<file path="config.mk">
export PLATFORM = sky130hd
export DESIGN_NAME = alu_sequencer
export DESIGN_NICKNAME = d
export VERILOG_FILES = /design/src/rtl/alu_sequencer_pkg.sv /design/src/rtl/alu_sequencer.sv
export SDC_FILE = /design/constraint.sdc
export NUM_CORES = 1
export LEC_CHECK = 0
export ABC_CLOCK_PERIOD_IN_PS = 3100
export CAP_MARGIN = 20
export CORE_MARGIN = 8
export CORE_UTILIZATION = 35
export CTS_CLUSTER_DIAMETER = 200
export DETAILED_ROUTE_END_ITERATION = 16
export PLACE_DENSITY = 0.75
export RECOVER_POWER = 50
export SLEW_MARGIN = 25
export SYNTH_ARGS = -nofsm -noshare
export SYNTH_HDL_FRONTEND = slang
export SYNTH_SLANG_ARGS = --single-unit
export TNS_END_PERCENT = 1
</file>
<file path="constraint.sdc">
create_clock -name clk_i -period 3.1 [get_ports clk_i]
set_input_delay 0.465 -clock clk_i [delete_from_list [all_inputs] [get_ports clk_i]]
set_output_delay 0.465 -clock clk_i [all_outputs]
set_load 0.005 [all_outputs]
</file>
<file path="src/rtl/alu_sequencer_pkg.sv">
// Shared types and constants for the accumulator-ALU control sequencer.
// Operand-source encoding, sequencer states, ALU op codes and flag snapshot layout.
package alu_sequencer_pkg;

    typedef enum logic [1:0] {
        DS_MEM = 2'b00,
        DS_IMM = 2'b01,
        DS_REG = 2'b11
    } data_src_t;

    typedef enum logic [1:0] {
        StIdle,
        StMemWait,
        StExec,
        StResp
    } seq_state_t;

    localparam logic [2:0] OP_ADD = 3'd0;
    localparam logic [2:0] OP_ADC = 3'd1;
    localparam logic [2:0] OP_SUB = 3'd2;
    localparam logic [2:0] OP_AND = 3'd3;
    localparam logic [2:0] OP_OR  = 3'd4;
    localparam logic [2:0] OP_XOR = 3'd5;
    localparam logic [2:0] OP_LD  = 3'd6;
    localparam logic [2:0] OP_NOP = 3'd7;

    // Flag snapshot layout: {cy, z, s, o}
    localparam int unsigned FLAGS_W = 4;
    localparam int unsigned FLAG_CY = 3;
    localparam int unsigned FLAG_Z  = 2;
    localparam int unsigned FLAG_S  = 1;
    localparam int unsigned FLAG_O  = 0;

    function automatic logic [FLAGS_W-1:0] pack_flags(input logic cy, input logic z,
                                                      input logic s, input logic o);
        logic [FLAGS_W-1:0] f;
        f          = '0;
        f[FLAG_CY] = cy;
        f[FLAG_Z]  = z;
        f[FLAG_S]  = s;
        f[FLAG_O]  = o;
        return f;
    endfunction

endpackage

</file>
<file path="src/rtl/alu_sequencer.sv">
// Sequences one ALU micro-instruction: operand fetch (imm/reg/mem with timeout),
// a single-cycle ALU enable, then a held accumulator/flag response.
module alu_sequencer
    import alu_sequencer_pkg::*;
#(
    parameter int unsigned WIDTH       = 8,
    parameter int unsigned ADDR_W      = 8,
    parameter int unsigned MEM_TIMEOUT = 15
) (
    input  logic                clk_i,
    input  logic                rst_i,
    input  logic                instr_valid_i,
    output logic                instr_ready_o,
    input  data_src_t           instr_src_i,
    input  logic [2:0]          instr_op_i,
    input  logic                instr_upd_cy_i,
    input  logic [WIDTH-1:0]    instr_operand_i,
    input  logic [ADDR_W-1:0]   instr_addr_i,
    output logic                mem_req_o,
    output logic [ADDR_W-1:0]   mem_addr_o,
    input  logic                mem_rvalid_i,
    input  logic [WIDTH-1:0]    mem_rdata_i,
    output data_src_t           data_src_o,
    output logic [WIDTH-1:0]    immediate_o,
    output logic [WIDTH-1:0]    reg_out_o,
    output logic [WIDTH-1:0]    mem_out_o,
    output logic [2:0]          op_o,
    output logic                ce_a_o,
    output logic                ce_cy_o,
    input  logic [WIDTH-1:0]    acc_v_i,
    input  logic                flag_cy_i,
    input  logic                flag_z_i,
    input  logic                flag_s_i,
    input  logic                flag_o_i,
    output logic                resp_valid_o,
    input  logic                resp_ready_i,
    output logic [WIDTH-1:0]    resp_acc_o,
    output logic [FLAGS_W-1:0]  resp_flags_o,
    output logic                resp_err_o
);

    localparam int unsigned CntW = (MEM_TIMEOUT > 1) ? $clog2(MEM_TIMEOUT) : 1;
    localparam logic [CntW-1:0] CntLast = CntW'(MEM_TIMEOUT - 1);

    seq_state_t          state_q, state_d;
    data_src_t           src_q, src_d;
    logic [2:0]          op_q, op_d;
    logic                upd_cy_q, upd_cy_d;
    logic [WIDTH-1:0]    operand_q, operand_d;
    logic [ADDR_W-1:0]   addr_q, addr_d;
    logic [CntW-1:0]     cnt_q, cnt_d;
    logic                err_q, err_d;
    logic                first_q, first_d;
    logic [WIDTH-1:0]    resp_acc_q, resp_acc_d;
    logic [FLAGS_W-1:0]  resp_flags_q, resp_flags_d;

    always_ff @(posedge clk_i) begin
        if (rst_i) begin
            state_q      <= StIdle;
            src_q        <= DS_IMM;
            op_q         <= '0;
            upd_cy_q     <= 1'b0;
            operand_q    <= '0;
            addr_q       <= '0;
            cnt_q        <= '0;
            err_q        <= 1'b0;
            first_q      <= 1'b0;
            resp_acc_q   <= '0;
            resp_flags_q <= '0;
        end else begin
            state_q      <= state_d;
            src_q        <= src_d;
            op_q         <= op_d;
            upd_cy_q     <= upd_cy_d;
            operand_q    <= operand_d;
            addr_q       <= addr_d;
            cnt_q        <= cnt_d;
            err_q        <= err_d;
            first_q      <= first_d;
            resp_acc_q   <= resp_acc_d;
            resp_flags_q <= resp_flags_d;
        end
    end

    always_comb begin
        state_d      = state_q;
        src_d        = src_q;
        op_d         = op_q;
        upd_cy_d     = upd_cy_q;
        operand_d    = operand_q;
        addr_d       = addr_q;
        cnt_d        = cnt_q;
        err_d        = err_q;
        first_d      = 1'b0;
        resp_acc_d   = resp_acc_q;
        resp_flags_d = resp_flags_q;

        instr_ready_o = 1'b0;
        mem_req_o     = 1'b0;
        mem_addr_o    = '0;
        data_src_o    = DS_IMM;
        immediate_o   = '0;
        reg_out_o     = '0;
        mem_out_o     = '0;
        op_o          = OP_ADD;
        ce_a_o        = 1'b0;
        ce_cy_o       = 1'b0;
        resp_valid_o  = 1'b0;
        resp_acc_o    = '0;
        resp_flags_o  = '0;
        resp_err_o    = 1'b0;

        case (state_q)
            StIdle: begin
                instr_ready_o = 1'b1;
                if (instr_valid_i) begin
                    src_d     = instr_src_i;
                    op_d      = instr_op_i;
                    upd_cy_d  = instr_upd_cy_i;
                    operand_d = instr_operand_i;
                    addr_d    = instr_addr_i;
                    cnt_d     = '0;
                    err_d     = 1'b0;
                    state_d   = (instr_src_i == DS_MEM) ? StMemWait : StExec;
                end
            end
            StMemWait: begin
                mem_req_o  = 1'b1;
                mem_addr_o = addr_q;
                // Data arriving on the final allowed cycle still counts as success.
                if (mem_rvalid_i) begin
                    operand_d = mem_rdata_i;
                    state_d   = StExec;
                end else if (cnt_q == CntLast) begin
                    err_d   = 1'b1;
                    first_d = 1'b1;
                    state_d = StResp;
                end else begin
                    cnt_d = cnt_q + 1'b1;
                end
            end
            StExec: begin
                // A reset landing in this cycle must not leak an ALU write.
                if (!rst_i) begin
                    data_src_o = src_q;
                    op_o       = op_q;
                    ce_a_o     = 1'b1;
                    ce_cy_o    = upd_cy_q;
                    case (src_q)
                        DS_MEM:  mem_out_o   = operand_q;
                        DS_REG:  reg_out_o   = operand_q;
                        default: immediate_o = operand_q;
                    endcase
                end
                first_d = 1'b1;
                state_d = StResp;
            end
            StResp: begin
                resp_valid_o = 1'b1;
                resp_err_o   = err_q;
                if (first_q) begin
                    resp_acc_d   = acc_v_i;
                    resp_flags_d = pack_flags(flag_cy_i, flag_z_i, flag_s_i, flag_o_i);
                    resp_acc_o   = resp_acc_d;
                    resp_flags_o = resp_flags_d;
                end else begin
                    resp_acc_o   = resp_acc_q;
                    resp_flags_o = resp_flags_q;
                end
                if (resp_ready_i) begin
                    state_d = StIdle;
                end
            end
            default: state_d = StIdle;
        endcase
    end

endmodule

</file>
* Yosys cells after proc, flatten, opt, wreduce, memory -nomap -nowiden *
Cells that the tools add are included.

operators by class
  $add $sub $neg = 1
  multipliers = 0
  div/mod/pow operators = 0
  magnitude comparators = 0
  equality and inequality tests = 12
  shifts and indexed selects = 0
  mux-type cells = 46
  bitwise operators = 0
  reduce and logical (&&, ||, !) cells = 10

operator list
  cell                 number
  $mux 8               14
  $mux 4               5
  $pmux 8 s2           1
  $mux 2               7
  $mux 1               13
  $ne 2x2->1 const B   6
  $pmux 2 s4           1
  $pmux 4 s2           1
  $reduce_and 4->1     2
  $eq 2x2->1 const B   3
  $logic_not 2->1      3
  $mux 3               2
  $reduce_and 3->1     2
  $add 4x1->4 const B  1
  $eq 4x4->1 const B   1
  $pmux 1 s2           2
  $ne 3x3->1 const B   1
  $eq 2x1->1 const B   1
  $reduce_and 2->1     1
  $reduce_bool 2->1    1
  $reduce_or 2->1      1

word-level totals
  register bits after elaboration = 42
  bits in latches = 0
  bits in writable memories = 0
  ROM bits = 0
  input bits = 47
  output and inout bits = 55
  word-level logic and storage cells = 80
  memories = 0

* Logic depth before layout (Yosys ltp) *
  depth in word-level cells = 5
  mapped depth = 7
  mapped depth without buffers = 6

* Worst setup path before layout *
No wires, ideal clock.

  kind = reg-to-output
  from = register state_q[0]
  to = output port reg_out_o[1]
  data arrival time = 1.224 ns
  required time = 2.635 ns
  setup slack = 1.411 ns
  stages on the path, launching flop included = 6
  path buffers = 1
  path through = dfxtp_1 > inv_1 > ha_1 > nor2b_1 > clkbuf_1 > and3_1

on the way
  longest elaborated chain between the ends = 2

ends and longest elaborated chain
  what                    RTL line              text
  start, declared         alu_sequencer.sv:45   seq_state_t state_q, state_d;
  start signal, assigned  alu_sequencer.sv:59   state_q <= StIdle;
  start signal, assigned  alu_sequencer.sv:71   state_q <= state_d;
  $eq 2x2->1              alu_sequencer.sv:113  case (state_q)
  $mux 8                  alu_sequencer.sv:113
  end, declared           alu_sequencer.sv:25   output logic [WIDTH-1:0] reg_out_o,

Every way passes these cells.

* Worst setup path after layout *
  from = register state_q[0]
  to = output port mem_out_o[3]

on the way
  longest elaborated chain between the ends = 2

ends and longest elaborated chain
  what           RTL line              text
  $eq 2x2->1     alu_sequencer.sv:113
  $mux 8         alu_sequencer.sv:113
  end, declared  alu_sequencer.sv:26   output logic [WIDTH-1:0] mem_out_o,

Every way passes these cells.

==> impl_metrics.py <==
metrics = {
    "logic_synthesis": {
        "netlist_instances": 284,
        "yosysSeqAreaShare_pct": 37.0,
        "ys.flop_type": "dfxtp_1",
        "synth_commonest_cells": "nand2_1, dfxtp_1, a21oi_1, and3_1, mux2i_1",
        "syn_avg_cell_area_um2": 7.99,
        "synth_top_area_share_pct": 37.0,
        "synthArstFlopShare_pct": 0,
        "synth-seq-cells": 42,
        "yosysTopAreaCell": "dfxtp_1",
        "synth_nets": 340,
        "post-synth-top-count-cell": "nand2_1",
        "synth_edf_count": 0,
        "synth-warning-count": 0,
        "synth_area_leaders": "dfxtp_1, mux2i_1, nand2_1",
        "synth_cell_types": 28,
        "syn_area_mm2": 0.00227,
    },
    "clock_network": {
        "clk_pin_slew_ps": 80,
        "cts_hold_buffers": 0,
        "cts_tree": "built",
        "root_buffer": "clkbuf_8",
        "cts.sinks": 42,
        "clk_latency_ps": 300,
        "clockBufferDepth": 2,
        "cts.htree.levels": 2,
        "numCtsBuffers": 5,
        "cts_setup_buffers": 0,
        "cts_resized": 0,
    },
    "global_routing": {
        "grt_pass1_vias": 2234,
        "gr-total-overflow": 0,
        "antenna_found_initial": 0,
        "grt_usage_pct": 13.9,
        "grt_max_degree": 41,
        "grt_pass1_wl_mm": 10.4,
    },
    "timing": {
        "tns_ps": 0,
        "worstMarginPinSlew_ps": 946,
        "setup_viol": 0,
        "slew_headroom_pct": 36.7,
        "layout_min_cycle_time_ps": 2540,
        "rsz0062_at_grt": "false",
        "min_period_over_period_pct": 82.1,
        "finClkSkew_ps": 4.77,
        "fmax_mhz": 393,
        "hold_slack_ps": 454,
        "final_max_slew_viol_count": 0,
        "hold_violations": 0,
    },
    "floorplanning": {
        "die_w_um": 96.5,
        "core-area_mm2": 0.00631,
        "rows": 29,
        "die_h_um": 96.5,
        "start_util_pct": 35.9,
        "die-area_mm2": 0.00932,
        "pin_count": 102,
    },
    "worst_hold_path": {
        "holdPathEnd": "op_q[2]",
        "min_path_cells": 2,
        "min_path_type": "reg2reg",
        "min_from": "op_q[2]",
    },
    "worst_setup_path": {
        "critPathCaptureType": "output port",
        "crit_fanout": 26,
        "worstSetupStartpoint": "state_q[0]",
        "r2r-end": "operand_q[2]",
        "required_ps": 2630,
        "arrival_ps": 2080,
        "critical_path_class": "reg2out",
        "reg2regPathDepth": 7,
        "r2r_slack_ps": 680,
        "startpoint_type": "register",
        "r2r_start": "state_q[1]",
    },
    "run_status": {
        "status": "completed",
    },
    "route": {
        "drc": 0,
        "initialDrtViolationCount": 98,
        "drt-total-wl_mm": 6.47,
        "vias": 2233,
        "wl_per_cell_um": 14.2,
        "dr.pass1.iters": 4,
        "via_per_inst": 4.90,
        "antenna_left": 0,
    },
    "layout": {
        "layout-drive-gt1-share_pct": 2.90,
        "fillers": 618,
        "nNetsFinal": 434,
        "n_antenna_cell": 0,
        "finalInstanceArea_mm2": 0.00341,
        "area_growth_pct": 50.1,
    },
    "job": {
        "maxCapViolations": 0,
    },
    "placement": {
        "port_buffers": 101,
        "postPlaceCellArea_mm2": 0.00333,
        "gp_congestion": 0.823,
        "hpwl_mm": 4.82,
    },
    "power_and_ir_drop": {
        "clock_power_share_pct": 21.1,
        "peakVddDrop_uv": 263,
        "p_int_mw": 1.14,
        "switching_power_mw": 0.636,
        "leakagePower_nw": 1.28,
        "power_frac_comb_pct": 37.8,
        "sw_frac_of_total_pct": 35.9,
        "seqPwrFrac_pct": 41.1,
        "cellPowerDensity_mw_per_mm2": 521,
    },
}
-- worst max-delay path, cell delays in order, from the launching register on --
cell and delay, ps:
dfxtp_1 360, inv_1 120, ha_1 190, nor2b_1 170, buf_4 240, and3_1 180
clkdlybuf4s50_1 520
-- area by class of cell --
type	instances	area, µm²	share of cell area, %
Clock buffer	6	82.6	2.42
Clock inverter	2	12.5	0.367
Inverter	8	30.0	0.882
Multi-Input combinational cell	216	1310	38.4
Sequential cell	42	841	24.7
Tap cell	77	96.3	2.83
Timing Repair Buffer	105	1040	30.5
-- cell families after synthesis --
| logic type | count (synthesis) | synth area share, % |
|---|---|---|
| simple gates | 137 | 29.7 |
| compound gates | 47 | 13.5 |
| flops | 42 | 37.0 |
| buf+inv | 26 | 4.69 |
| mux | 23 | 10.1 |
| fa+ha+maj | 9 | 4.96 |
-- through the flow --
step | util, % | std cells | worst slack (ps) | power [mW]
2_1_floorplan | - | 284 | 1410 | 1.17
3_3_place_gp | 52.8 | 448 | 667 | 1.42
3_5_place_dp | 52.8 | 448 | 639 | 1.43
4_1_cts | 54.3 | 456 | 526 | 1.81
5_1_grt | 53.9 | 456 | 347 | 1.91
6_report | 53.9 | 456 | 555 | 1.77
-- state kept, by name, indices dropped and copies added, names as in the netlist, 2 cells and up --
signal / count
resp_acc_q: 8
src_q: 2
op_q: 3
addr_q: 8
cnt_q: 4
state_q: 2
resp_flags_q: 4
operand_q: 8
-- per-layer routing --
metal / share of wire [%] / GRT usage [%] / vias to the layer above
li1: - / - / 1152
met1: 43 / 16.4 / 998
met2: 46 / 23.1 / 75
met3: 10 / 5.56 / 8
met4: 0.93 / 3.28 / 0
met5: 0 / 0 / -
-- cell usage in the layout (no fill, tap or decap), types with 2 or more instances in the layout --
cell	Yosys	routed
nand2b_1	2	2
a211oi_1	9	9
and3_1	24	24
a32o_1	2	2
inv_1	7	7
ha_1	9	9
and2_0	0	8
a21oi_1	30	30
clkbuf_8	0	6
nor3_1	5	5
nand3_1	2	2
mux2i_1	23	23
buf_4	1	3
dlygate4sd3_1	0	3
dfxtp_1	42	42
clkdlybuf4s50_1	0	98
and2_1	16	8
nand2_1	57	57
nor2b_1	15	15
nor2_1	14	15
-- worst max path at each step --
stage,depth (start not counted),slack (ps),endpoint
finish,6,560,mem_out_o[3]
global route,7,350,operand_q[6]
CTS,6,530,mem_out_o[3]
detailed placement,5,640,mem_out_o[3]
global placement,5,670,data_src_o[1]
floorplan,5,1410,reg_out_o[1]
-- power groups by stage --
stage | Sequential, mW | Clock (mW) | Combinational [mW]
floorplan | 0.704 | 0 | 0.468
global placement | 0.736 | 0 | 0.684
detailed placement | 0.741 | 0 | 0.692
CTS | 0.728 | 0.388 | 0.695
global route | 0.747 | 0.410 | 0.757
finish | 0.728 | 0.374 | 0.671
No activity file was read; power rests on OpenSTA's default activity.
